**config.mk**
```make
export PLATFORM = sky130hd
export DESIGN_NAME = bus_sel_arbiter_flat
export DESIGN_NICKNAME = d
export VERILOG_FILES = /design/src/rtl/bus_sel_arbiter_pkg.sv /design/src/rtl/bus_sel_arbiter_if.sv /design/src/rtl/bus_sel_arbiter_sel_chan_buf.sv /design/src/rtl/bus_sel_arbiter.sv /design/src/flat_wrapper.sv
export SDC_FILE = /design/constraint.sdc
export NUM_CORES = 1
export LEC_CHECK = 0
export CORE_MARGIN = 8
export CORE_UTILIZATION = 52
export CTS_CLUSTER_SIZE = 10
export DETAILED_ROUTE_END_ITERATION = 12
export HOLD_SLACK_MARGIN = 0.02
export PLACE_DENSITY = 0.91
export SLEW_MARGIN = 20
export SYNTH_ARGS = -nofsm -noshare
export SYNTH_HDL_FRONTEND = slang
export SYNTH_SLANG_ARGS = --single-unit
```
**constraint.sdc**
```tcl
create_clock -name clk -period 2.9 [get_ports clk]
set_input_delay 0.87 -clock clk [delete_from_list [all_inputs] [get_ports clk]]
set_output_delay 0.87 -clock clk [all_outputs]
set_load 0.01 [all_outputs]
```
**src/rtl/bus_sel_arbiter_pkg.sv**
```systemverilog
`default_nettype none
// ============================================================================
//  Module      : bus_sel_arbiter_pkg
//  Description : Shared constants, channel encoding and output FSM states for
//                the bus_sel_arbiter feeder stage.
//  Revision    : 1.0  initial release
// ============================================================================
package bus_sel_arbiter_pkg;

    // Default data width of each channel and output operand bus
    localparam int DEF_WIDTH = 4;

    // Channel encoding, doubles as the out_sel value driven to the mux
    localparam logic CH_A = 1'b0;
    localparam logic CH_B = 1'b1;

    // Output register state: EMPTY = no valid operand pair, HOLD = presenting
    typedef enum logic [0:0] {
        ST_EMPTY = 1'b0,
        ST_HOLD  = 1'b1
    } out_state_e;

    // Saturating 16-bit increment used by the handshake statistics
    function automatic logic [15:0] sat_inc16(input logic [15:0] val);
        return (val == 16'hFFFF) ? val : val + 16'd1;
    endfunction

endpackage
`default_nettype wire

```
**src/rtl/bus_sel_arbiter_if.sv**
```systemverilog
`default_nettype none
// ============================================================================
//  Module      : bus_sel_arbiter_if
//  Description : Bundle of the two input valid/ready nibble streams and the
//                registered operand/select output handshake.
//                slave  = arbiter side, master = producer/consumer side.
//  Revision    : 1.0  initial release
// ============================================================================
interface bus_sel_arbiter_if
    import bus_sel_arbiter_pkg::*;
#(
    parameter int WIDTH = DEF_WIDTH
);

    logic             a_valid;
    logic [WIDTH-1:0] a_data;
    logic             a_ready;
    logic             b_valid;
    logic [WIDTH-1:0] b_data;
    logic             b_ready;
    logic             out_valid;
    logic             out_ready;
    logic [WIDTH-1:0] out_a;
    logic [WIDTH-1:0] out_b;
    logic             out_sel;

    modport slave (
        input  a_valid, a_data, b_valid, b_data, out_ready,
        output a_ready, b_ready, out_valid, out_a, out_b, out_sel
    );

    modport master (
        output a_valid, a_data, b_valid, b_data, out_ready,
        input  a_ready, b_ready, out_valid, out_a, out_b, out_sel
    );

endinterface
`default_nettype wire

```
**src/rtl/bus_sel_arbiter_sel_chan_buf.sv**
```systemverilog
`default_nettype none
// ============================================================================
//  Module      : sel_chan_buf
//  Description : One-entry input buffer with full flag. Ready is asserted when
//                empty or when the entry is being drained this cycle, so a
//                drain and refill can share the same edge.
//  Revision    : 1.0  initial release
// ============================================================================
module sel_chan_buf
    import bus_sel_arbiter_pkg::*;
#(
    parameter int WIDTH = DEF_WIDTH
) (
    input  logic             clk,
    input  logic             rst_n,
    input  logic             in_valid,
    input  logic [WIDTH-1:0] in_data,
    output logic             in_ready,
    input  logic             drain,
    output logic             full,
    output logic [WIDTH-1:0] data
);

    logic             full_q, full_d;
    logic [WIDTH-1:0] data_q, data_d;
    logic             take;

    // Ready / fill / drain decision; ready is held low while in reset
    always_comb begin
        in_ready = rst_n && (!full_q || drain);
        take     = in_valid && in_ready;
        full_d   = full_q;
        data_d   = data_q;
        if (take) begin
            full_d = 1'b1;
            data_d = in_data;
        end else if (drain) begin
            full_d = 1'b0;
        end
    end

    // Entry storage
    always_ff @(posedge clk or negedge rst_n) begin
        if (!rst_n) begin
            full_q <= 1'b0;
            data_q <= '0;
        end else begin
            full_q <= full_d;
            data_q <= data_d;
        end
    end

    assign full = full_q;
    assign data = data_q;

endmodule
`default_nettype wire

```
**src/rtl/bus_sel_arbiter.sv**
```systemverilog
`default_nettype none
// ============================================================================
//  Module      : bus_sel_arbiter
//  Description : Buffers two nibble streams, arbitrates fairly with a bounded
//                burst on contention and presents a registered operand pair
//                plus select bit to the downstream 2:1 mux.
//                Optional macro BUS_SEL_STATS_EN adds per-channel handshake
//                counters cnt_a/cnt_b with synchronous clear stats_clr.
//  Revision    : 1.0  initial release
// ============================================================================
module bus_sel_arbiter
    import bus_sel_arbiter_pkg::*;
#(
    parameter int WIDTH = DEF_WIDTH,
    parameter int BURST = 1
) (
    input  logic             clk,
    input  logic             rst_n,
    bus_sel_arbiter_if.slave bus
`ifdef BUS_SEL_STATS_EN
    ,
    input  logic             stats_clr,
    output logic [15:0]      cnt_a,
    output logic [15:0]      cnt_b
`endif
);

    localparam logic [3:0] BURST_LIM = 4'(BURST);

    logic             a_full, b_full;
    logic [WIDTH-1:0] a_buf, b_buf;
    logic             grant_a, grant_b, load;

    out_state_e       state_q, state_d;
    logic             pref_q, pref_d;
    logic [3:0]       burst_cnt_q, burst_cnt_d;
    logic [WIDTH-1:0] out_a_q, out_a_d;
    logic [WIDTH-1:0] out_b_q, out_b_d;
    logic             out_sel_q, out_sel_d;

    sel_chan_buf #(.WIDTH(WIDTH)) u_buf_a (
        .clk      (clk),
        .rst_n    (rst_n),
        .in_valid (bus.a_valid),
        .in_data  (bus.a_data),
        .in_ready (bus.a_ready),
        .drain    (grant_a),
        .full     (a_full),
        .data     (a_buf)
    );

    sel_chan_buf #(.WIDTH(WIDTH)) u_buf_b (
        .clk      (clk),
        .rst_n    (rst_n),
        .in_valid (bus.b_valid),
        .in_data  (bus.b_data),
        .in_ready (bus.b_ready),
        .drain    (grant_b),
        .full     (b_full),
        .data     (b_buf)
    );

    // Arbitration, burst accounting and output next-state
    always_comb begin
        state_d     = state_q;
        pref_d      = pref_q;
        burst_cnt_d = burst_cnt_q;
        out_a_d     = out_a_q;
        out_b_d     = out_b_q;
        out_sel_d   = out_sel_q;

        load    = (state_q == ST_EMPTY) || bus.out_ready;
        grant_a = load && a_full && (!b_full || (pref_q == CH_A));
        grant_b = load && b_full && (!a_full || (pref_q == CH_B));

        if (load) begin
            if (grant_a) begin
                state_d   = ST_HOLD;
                out_a_d   = a_buf;
                out_sel_d = CH_A;
            end else if (grant_b) begin
                state_d   = ST_HOLD;
                out_b_d   = b_buf;
                out_sel_d = CH_B;
            end else begin
                state_d   = ST_EMPTY;
            end

            // Only contended grants count toward the burst limit
            if (a_full && b_full) begin
                if (burst_cnt_q + 4'd1 == BURST_LIM) begin
                    pref_d      = ~pref_q;
                    burst_cnt_d = 4'd0;
                end else begin
                    burst_cnt_d = burst_cnt_q + 4'd1;
                end
            end
        end
    end

    // Output register, FSM state and fairness state
    always_ff @(posedge clk or negedge rst_n) begin
        if (!rst_n) begin
            state_q     <= ST_EMPTY;
            pref_q      <= CH_A;
            burst_cnt_q <= 4'd0;
            out_a_q     <= '0;
            out_b_q     <= '0;
            out_sel_q   <= CH_A;
        end else begin
            state_q     <= state_d;
            pref_q      <= pref_d;
            burst_cnt_q <= burst_cnt_d;
            out_a_q     <= out_a_d;
            out_b_q     <= out_b_d;
            out_sel_q   <= out_sel_d;
        end
    end

    assign bus.out_valid = (state_q == ST_HOLD);
    assign bus.out_a     = out_a_q;
    assign bus.out_b     = out_b_q;
    assign bus.out_sel   = out_sel_q;

`ifdef BUS_SEL_STATS_EN
    logic [15:0] cnt_a_q, cnt_a_d;
    logic [15:0] cnt_b_q, cnt_b_d;

    // Per-channel output handshake counters; clear wins over increment
    always_comb begin
        cnt_a_d = cnt_a_q;
        cnt_b_d = cnt_b_q;
        if (stats_clr) begin
            cnt_a_d = 16'd0;
            cnt_b_d = 16'd0;
        end else if ((state_q == ST_HOLD) && bus.out_ready) begin
            if (out_sel_q == CH_A) cnt_a_d = sat_inc16(cnt_a_q);
            else                   cnt_b_d = sat_inc16(cnt_b_q);
        end
    end

    // Counter storage
    always_ff @(posedge clk or negedge rst_n) begin
        if (!rst_n) begin
            cnt_a_q <= 16'd0;
            cnt_b_q <= 16'd0;
        end else begin
            cnt_a_q <= cnt_a_d;
            cnt_b_q <= cnt_b_d;
        end
    end

    assign cnt_a = cnt_a_q;
    assign cnt_b = cnt_b_q;
`endif

endmodule
`default_nettype wire

```
**src/flat_wrapper.sv**
```systemverilog
// flat-port wrapper written by rule: the top's interface ports become plain ports
module bus_sel_arbiter_flat import bus_sel_arbiter_pkg::*;
#(
    parameter int WIDTH = DEF_WIDTH,
    parameter int BURST = 1
)
  (clk, rst_n, bus_a_valid, bus_a_data, bus_b_valid, bus_b_data, bus_out_ready, bus_a_ready, bus_b_ready, bus_out_valid, bus_out_a, bus_out_b, bus_out_sel);
  bus_sel_arbiter_if #(.WIDTH(WIDTH)) bus_i ();
  input  logic clk;
  input  logic rst_n;
  input wire logic [$bits(bus_i.a_valid)-1:0] bus_a_valid;
  input wire logic [$bits(bus_i.a_data)-1:0] bus_a_data;
  input wire logic [$bits(bus_i.b_valid)-1:0] bus_b_valid;
  input wire logic [$bits(bus_i.b_data)-1:0] bus_b_data;
  input wire logic [$bits(bus_i.out_ready)-1:0] bus_out_ready;
  output wire logic [$bits(bus_i.a_ready)-1:0] bus_a_ready;
  output wire logic [$bits(bus_i.b_ready)-1:0] bus_b_ready;
  output wire logic [$bits(bus_i.out_valid)-1:0] bus_out_valid;
  output wire logic [$bits(bus_i.out_a)-1:0] bus_out_a;
  output wire logic [$bits(bus_i.out_b)-1:0] bus_out_b;
  output wire logic [$bits(bus_i.out_sel)-1:0] bus_out_sel;
  assign bus_i.a_valid = bus_a_valid;
  assign bus_i.a_data = bus_a_data;
  assign bus_i.b_valid = bus_b_valid;
  assign bus_i.b_data = bus_b_data;
  assign bus_i.out_ready = bus_out_ready;
  assign bus_a_ready = bus_i.a_ready;
  assign bus_b_ready = bus_i.b_ready;
  assign bus_out_valid = bus_i.out_valid;
  assign bus_out_a = bus_i.out_a;
  assign bus_out_b = bus_i.out_b;
  assign bus_out_sel = bus_i.out_sel;
  bus_sel_arbiter #(.WIDTH(WIDTH), .BURST(BURST)) u_core (.clk(clk), .rst_n(rst_n), .bus(bus_i));
endmodule
```
==> results.cfg, run 1 <==
[detailed_routing]
wl_per_cell_um = 14.6
dr_wl_met3_um = 101
wl_met2_um = 1180
drt_wl_total_um = 2160
vias = 756
firstDrtPassIters = 4
drt_iter0_markers = 8
wl_met1_um = 849
top_layer_used = met4
via_per_inst = 5.11
ant_nets = 0
drc = 0

[yosys]
synth_cells = 86
synth_top_family_by_area = multiplexers
synth_area_per_cell_um2 = 13.1
synthSimpleGateAreaFrac = 0.170
synth-seq-cells = 25
yosys.area_share.xor_xnor = 0.0234
synth_ff_type = dfrtp_1
syn_area_mm2 = 0.00112
seq_area_frac_synth = 0.557
synth.distinct_cells = 26
muxShareOfSynthArea = 0.174
syn_nets = 101
synth_edf_count = 0
yosys.area_share.adder = 0.0223
synth_compound_area_frac = 0.0468
yosysWarningCount = 0
async_reset_ff_frac = 1.00

[global_route]
grt_max_degree = 23
antenna_found_initial = 0
grt_use_total = 0.120
grt_pass1_vias = 828
grt-ovfl-total = 0
grt_pass1_wl_um = 3770

[hold_path]
hp-start = u_core.bus.out_sel
min_path_type = flop to flop
hold_end = u_core.bus.out_sel
hold_path_depth = 1

[critical_path]
crit_path_start_kind = input pin
cp_max_fo = 5
r2r-start = u_core.pref_q
worst-setup-path-type = input pin to output port
r2r-end = u_core.u_buf_a.data[2]
crit_path_end_kind = output port
worstPathArrival_ps = 1860
worstPathRequired_ps = 2030
crit_path_start = rst_n
reg2reg_slack_ps = 1360
ff2ff_path_depth = 5

[die]
die_x_um = 62.5
io_pins = 25
num_rows = 17
core_area_mm2 = 0.00213
floorplan.die_area_mm2 = 0.00390
start_util = 0.528
die_y_um = 62.5

[cts]
tritoncts = done
clock_sinks = 25
clkTransAtPathRegs_ps = 130
h-tree-depth = 1
cts_made_buffers = 3
clockBufferDepth = 2
cts_setup_buffers = 0
insertion_delay_ps = 330
clockRootBuffer = clkbuf_4

[timing]
fmax_ghz = 0.366
hold_viol = 0
finalClockSkew_ps = 1.89
rsz0062_at_grt = no
drv_slew = 0
tns_ps = 0
timing.final.crit_period_ps = 2730
slew_headroom = 0.784
tightest_slew_ps = 322
fin_crit_sh = 0.943
setup_viol = 0

[placement]
numPortBuffers = 24
dp_hpwl_um = 1770
place.gp.congestion = 0.790
place_area_mm2 = 0.00144

[finish]
drive_above_1_share = 0.283
areaGrowthSynthToFinish_pct = 30.5
filler_cell_count = 160
nets = 136
design_area_mm2 = 0.00147
layout_commonest_cell = dfrtp_1
diodes = 0
layout_common_cells = dfrtp_1, clkdlybuf4s50_1, mux2_2, nand2_1, buf_4

[power]
leakagePower_nw = 0.677
powerDensity_mw_per_mm2 = 760
vdd_ir_drop_max_v = 0.000509

[outcome]
status = complete, no violations

[flow_run]
cap_violations = 0
==> flip-flops by register name (all words and copies together) (netlist names) <==
| name | count |
|---|---|
| u_core.burst_cnt_q | 4 |
| u_core.bus.out_a | 4 |
| u_core.bus.out_b | 4 |
| u_core.bus.out_sel | 1 |
| u_core.bus.out_valid | 1 |
| u_core.pref_q | 1 |
| u_core.u_buf_a.data | 4 |
| u_core.u_buf_a.full | 1 |
| u_core.u_buf_b.data | 4 |
| u_core.u_buf_b.full | 1 |
==> stage by stage <==
step	setup WS, ps	std cells	power (mW)	util	hold WS [ps]
floorplan	709	86	0.745	-	455
global placement	-223	144	0.954	0.679	472
detailed placement	-259	144	0.978	0.679	481
CTS	161	148	1.13	0.689	511
global route	108	148	1.18	0.689	530
finish	167	148	1.11	0.689	510
==> worst max-delay path by stage <==
stage	end
3_3_place_gp	bus_a_ready
5_1_grt	bus_a_ready
4_1_cts	bus_a_ready
2_1_floorplan	bus_a_ready
6_report	bus_a_ready
3_5_place_dp	bus_a_ready
==> synthesized netlist by cell type, types with 2 or more instances <==
library cell	number	area (µm²)
xnor2_1	2	17.5
mux2_4	4	60.1
and2_1	3	18.8
nand2b_1	3	18.8
mux2_2	12	135
nand2_1	9	33.8
dfrtp_1	25	626
nor2b_4	4	55.1
nor2_1	2	7.51
o21ai_2	2	17.5
ha_1	2	25.0
o21ai_0	3	15.0
inv_1	2	7.51
==> power breakdown <==
group	switching (mW)	leakage, nW	internal, mW
sequential	0.0687	0.301	0.460
clock	0.105	0.0150	0.0540
combinational	0.151	0.360	0.276
==> area by class of cell <==
| class | instances | area [µm²] | area share |
|---|---|---|---|
| Sequential cell | 25 | 626 | 0.427 |
| Timing Repair Buffer | 30 | 282 | 0.192 |
| Inverter | 2 | 7.51 | 0.00512 |
| Tap cell | 28 | 35.0 | 0.0239 |
| Multi-Input combinational cell | 59 | 490 | 0.334 |
| Clock buffer | 4 | 26.3 | 0.0179 |
==> routing by layer <==
layer,vias to the layer above,GRT usage
met5,-,0
met3,2,0.0323
met1,374,0.130
li1,363,-
met4,0,0.0627
met2,17,0.207
==> logic make-up (layout without fill, tap and decap cells) <==
| kind of cell | count (synthesis) | count (layout) |
|---|---|---|
| buffers and inverters | 2 | 36 |
| DFF | 25 | 25 |
| muxes | 16 | 16 |
| xor gates and xnor gates | 3 | 3 |
| adders and majority gates | 2 | 2 |
| and+or+nand+nor | 30 | 30 |
| AOI/OAI and AO/OA | 8 | 8 |
==> timing repair <==
item                                    4_1_cts  5_1_grt
hold endpoints to repair                      0        0
endpoints found under the setup margin        2        0
gates resized for setup                       3        0
hold buffers                                  0        0
==> critical path, cell delays in order <==
cell	delay [ps]
clkdlybuf4s50_1	560
and2_2	170
dlygate4sd2_1	260
No activity file was read; power rests on OpenSTA's default activity.
==> run 2, diff against run 1 <==
--- a/config.mk
+++ b/config.mk
@@ -8,3 +8,4 @@
 export CORE_MARGIN = 8
-export CORE_UTILIZATION = 52
+export CORE_UTILIZATION = 55
+export CTS_BUF_LIST = sky130_fd_sc_hd__clkbuf_8
 export CTS_CLUSTER_SIZE = 10
@@ -12,3 +13,3 @@
 export HOLD_SLACK_MARGIN = 0.02
-export PLACE_DENSITY = 0.91
+export PLACE_DENSITY = 0.95
 export SLEW_MARGIN = 20
==> constraint.sdc (replaced) <==
create_clock -name clk -period 2.9 [get_ports clk]
set_input_delay 0.58 -clock clk [delete_from_list [all_inputs] [get_ports clk]]
set_output_delay 0.58 -clock clk [all_outputs]
set_load 0.01 [all_outputs]
==> results.cfg, run 2 (same netlist as run 1, synthesis figures left out) <==
[cts]
h-tree-depth = 1
tritoncts = done
clock_sinks = 25
clkTransAtPathRegs_ps = 80
clockRootBuffer = clkbuf_8
cts_made_buffers = 3
cts_setup_buffers = 0
ctsResizeCount = 0
clockBufferDepth = 2
cts_hold_buffers = 0
insertion_delay_ps = 270

[placement]
place_inst = 139
place.gp.congestion = 0.842
numPortBuffers = 24
dp_hpwl_um = 1790

[finish]
layout_commonest_cell = dfrtp_1
diodes = 0
layout_common_cells = dfrtp_1, clkdlybuf4s50_1, mux2_2, nand2_1
filler_cell_count = 138
nets = 132
post-route-util = 0.751
drive_above_1_share = 0.259
areaGrowthSynthToFinish_pct = 29.7
finalNonFillerCells = 143

[timing]
hold_viol = 0
slew_headroom = 0.772
timing.final.crit_period_ps = 2630
fin_crit_sh = 0.906
setup_viol = 0
tns_ps = 0
finalClockSkew_ps = 2.18
fmax_ghz = 0.380
drv_slew = 0
rsz0062_at_grt = no
holdWs_ps = 493
tightest_slew_ps = 341

[detailed_routing]
via_per_inst = 5.03
vias = 720
firstDrtPassIters = 4
drc = 0
ant_nets = 0
wl_per_cell_um = 15.8
drt_wl_total_um = 2260
drt_iter0_markers = 10

[die]
io_pins = 25
core_area_mm2 = 0.00194
floorplan.die_area_mm2 = 0.00375
die_x_um = 61.2
num_rows = 16
start_util = 0.579
die_y_um = 61.2

[critical_path]
worst-setup-path-type = input pin to output port
r2r-start = u_core.u_buf_a.full
reg2reg_slack_ps = 1450
crit_path_end = bus_a_ready
crit_path_end_kind = output port
ff2ff_path_depth = 4
worstPathArrival_ps = 2050
crit_path_start = bus_out_ready
worstPathRequired_ps = 2320
cp_max_fo = 7
r2r-end = u_core.u_buf_b.data[1]
crit_path_start_kind = input pin

[hold_path]
min_path_type = flop to flop

[outcome]
status = complete, no violations

[global_route]
grt_pass1_wl_um = 3840
grt_use_total = 0.141
grt_pass1_vias = 868
grt_max_degree = 19
antenna_found_initial = 0
grt-ovfl-total = 0

[flow_run]
cap_violations = 0

[power]
powerDensity_mw_per_mm2 = 793
leakagePower_nw = 0.664
power_mw = 1.16
vdd_ir_drop_max_v = 0.000556
==> run 2: changes by cell type in the layout (fill, tap and decap cells not counted), sizes merged <==
cell	before	now
buf	6	2
clkdlybuf4s50	21	24
dlygate4sd2	3	0
clkbuf	4	3
inv	2	3
==> run 2: critical path, cell delays in order <==
cell	delay (ps)
clkdlybuf4s50_1	520
nor2b_4	80
o21ai_2	170
and2_2	160
clkdlybuf4s50_1	530
==> run 2: per-layer routing <==
metal | vias up | global-route usage | wire length [µm]
li1 | 353 | - | -
met1 | 346 | 0.146 | 896
met2 | 16 | 0.251 | 1190
met3 | 5 | 0.0438 | 128
met4 | 0 | 0.0698 | 44
met5 | - | 0 | 0
==> run 2: power by group <==
group | switching, mW | internal [mW]
clock | 0.106 | 0.0948
sequential | 0.0703 | 0.461
combinational | 0.154 | 0.269
total | 0.331 | 0.825
==> run 2: worst min-delay path by stage <==
stage,slack (ps),from,end,cells past startpoint
3_5_place_dp,480,u_core.burst_cnt_q[3],u_core.burst_cnt_q[3],1
6_report,490,u_core.bus.out_sel,u_core.bus.out_sel,1
5_1_grt,500,u_core.bus.out_sel,u_core.bus.out_sel,1
4_1_cts,500,u_core.burst_cnt_q[3],u_core.burst_cnt_q[3],1
3_3_place_gp,480,u_core.bus.out_sel,u_core.bus.out_sel,1
2_1_floorplan,280,rst_n,u_core.burst_cnt_q[0],0
==> run 2: metrics by stage <==
step           setup slack [ps]  area [µm²]
5_1_grt                     191        1460
3_5_place_dp                258        1410
6_report                    272        1460
3_3_place_gp                296        1410
2_1_floorplan              1290        1120
4_1_cts                     248        1460
==> run 2: cell type report <==
| class | instances | area (µm²) | share of cell area |
|---|---|---|---|
| clock buffers | 3 | 41.3 | 0.0283 |
| repair buffers | 26 | 255 | 0.175 |
| inverters | 2 | 7.51 | 0.00515 |
| clock inverters | 1 | 3.75 | 0.00258 |
| well taps | 27 | 33.8 | 0.0232 |
| multi-input cells | 59 | 490 | 0.336 |
| flip-flops and latches | 25 | 626 | 0.429 |
==> run 3, diff against run 2 <==
Settings changed: CORE_UTILIZATION 55 to 51, PLACE_DENSITY 0.95 to 0.9.
Clock period 2.9 ns to 2.7 ns, I/O delays scaled along.
==> results.cfg, run 3 (same netlist as run 1, synthesis figures left out) <==
[power]
leakagePower_nw = 0.669
vdd_ir_drop_max_v = 0.000517
powerDensity_mw_per_mm2 = 833
net-switching-power_uw = 335
power_frac_comb = 0.363
p_int_uw = 886
switching_share = 0.274
clkPwrFrac = 0.172
seqPwrFrac = 0.465

[cts]
clock_sinks = 25
cts_setup_buffers = 0
clockRootBuffer = clkbuf_8
clkTransAtPathRegs_ps = 80
cts_made_buffers = 3
ctsResizeCount = 0
insertion_delay_ps = 260
tritoncts = done
cts_hold_buffers = 0
h-tree-depth = 1
clockBufferDepth = 2

[global_route]
grt_max_degree = 14
grt_pass1_wl_um = 3700
grt_pass1_vias = 812
grt_use_total = 0.116
antenna_found_initial = 0
grt-ovfl-total = 0

[finish]
diodes = 0
layout_common_cells = dfrtp_1, clkdlybuf4s50_1, mux2_2, nand2_1
finalNonFillerCells = 145
areaGrowthSynthToFinish_pct = 30.5
post-route-util = 0.683
nets = 133
filler_cell_count = 165
layout_commonest_cell = dfrtp_1
design_area_mm2 = 0.00147
drive_above_1_share = 0.265

[timing]
hold_viol = 0
rsz0062_at_grt = no
slew_headroom = 0.782
finalClockSkew_ps = 2.50
fmax_ghz = 0.392
fin_crit_sh = 0.944
tightest_slew_ps = 325
timing.final.crit_period_ps = 2550
drv_slew = 0
setup_viol = 0
tns_ps = 0

[die]
floorplan.die_area_mm2 = 0.00396
core_area_mm2 = 0.00215
num_rows = 17
start_util = 0.523
io_pins = 25
die_y_um = 62.9
die_x_um = 62.9

[outcome]
status = complete, no violations

[placement]
numPortBuffers = 24
dp_hpwl_um = 1670
place_inst = 141
place.gp.congestion = 0.799
place_area_mm2 = 0.00142

[detailed_routing]
wl_per_cell_um = 14.2
ant_nets = 0
firstDrtPassIters = 4
vias = 729
drc = 0
drt_wl_total_um = 2060
drt_iter0_markers = 4
via_per_inst = 5.03

[critical_path]
crit_path_end_kind = output port
worstPathArrival_ps = 2010
ff2ff_path_depth = 4
worstPathRequired_ps = 2160
crit_path_start_kind = input pin
cp_max_fo = 7
worst-setup-path-type = input pin to output port

[hold_path]
hold_path_depth = 1
min_path_type = flop to flop

[flow_run]
cap_violations = 0
-- run 3: changes by cell type in the layout (fill, tap and decap cells not counted) --
cell,change
buf_4,+1
-- run 3: layout make-up --
| type | instances | area [µm²] | share of cell area |
|---|---|---|---|
| sequential | 25 | 626 | 0.427 |
| multi-input combinational | 59 | 490 | 0.334 |
| timing repair buffer | 27 | 263 | 0.179 |
| clock buffer | 3 | 41.3 | 0.0282 |
| tap | 28 | 35.0 | 0.0239 |
| inverter | 2 | 7.51 | 0.00512 |
| clock inverter | 1 | 3.75 | 0.00256 |
-- run 3: worst max-delay path, cell delays in order --
cell and delay [ps]:
clkdlybuf4s50_1 520, nor2b_4 80, o21ai_2 170, and2_2 160, clkdlybuf4s50_1 530
-- run 3: path summary, 6_finish.rpt --
| kind | slack (ps) | endpoint | start |
|---|---|---|---|
| min in group asynchronous | 710 | u_core.u_buf_b.data[1] | rst_n |
| max | 150 | bus_a_ready | bus_out_ready |
| min | 510 | u_core.burst_cnt_q[3] | u_core.burst_cnt_q[3] |
| max in group asynchronous | 1850 | u_core.burst_cnt_q[0] | rst_n |
| max reg2reg | 1260 | u_core.u_buf_b.data[2] | u_core.u_buf_a.full |
| min reg2reg | 510 | u_core.burst_cnt_q[3] | u_core.burst_cnt_q[3] |
-- run 3: power groups by stage --
stage / Clock (mW) / Combinational (mW) / Sequential [mW]
2_1_floorplan: 0 / 0.202 / 0.599
3_3_place_gp: 0 / 0.443 / 0.569
3_5_place_dp: 0 / 0.450 / 0.576
4_1_cts: 0.223 / 0.452 / 0.569
5_1_grt: 0.234 / 0.479 / 0.584
6_report: 0.210 / 0.444 / 0.568
-- run 3: per-stage QoR --
stage | setup WS [ps] | hold slack, ps | total power, mW
2_1_floorplan | 1170 | 244 | 0.801
3_3_place_gp | 170 | 480 | 1.01
3_5_place_dp | 150 | 492 | 1.03
4_1_cts | 144 | 511 | 1.24
5_1_grt | 93.8 | 524 | 1.30
6_report | 150 | 507 | 1.22
-- run 3: routing by layer --
| metal | vias up | GRT usage | routed length, µm |
|---|---|---|---|
| met2 | 14 | 0.198 | 1090 |
| met3 | 4 | 0.0269 | 84 |
| li1 | 353 | - | - |
| met1 | 358 | 0.125 | 846 |
| met4 | 0 | 0.0769 | 38 |
| met5 | - | 0 | 0 |
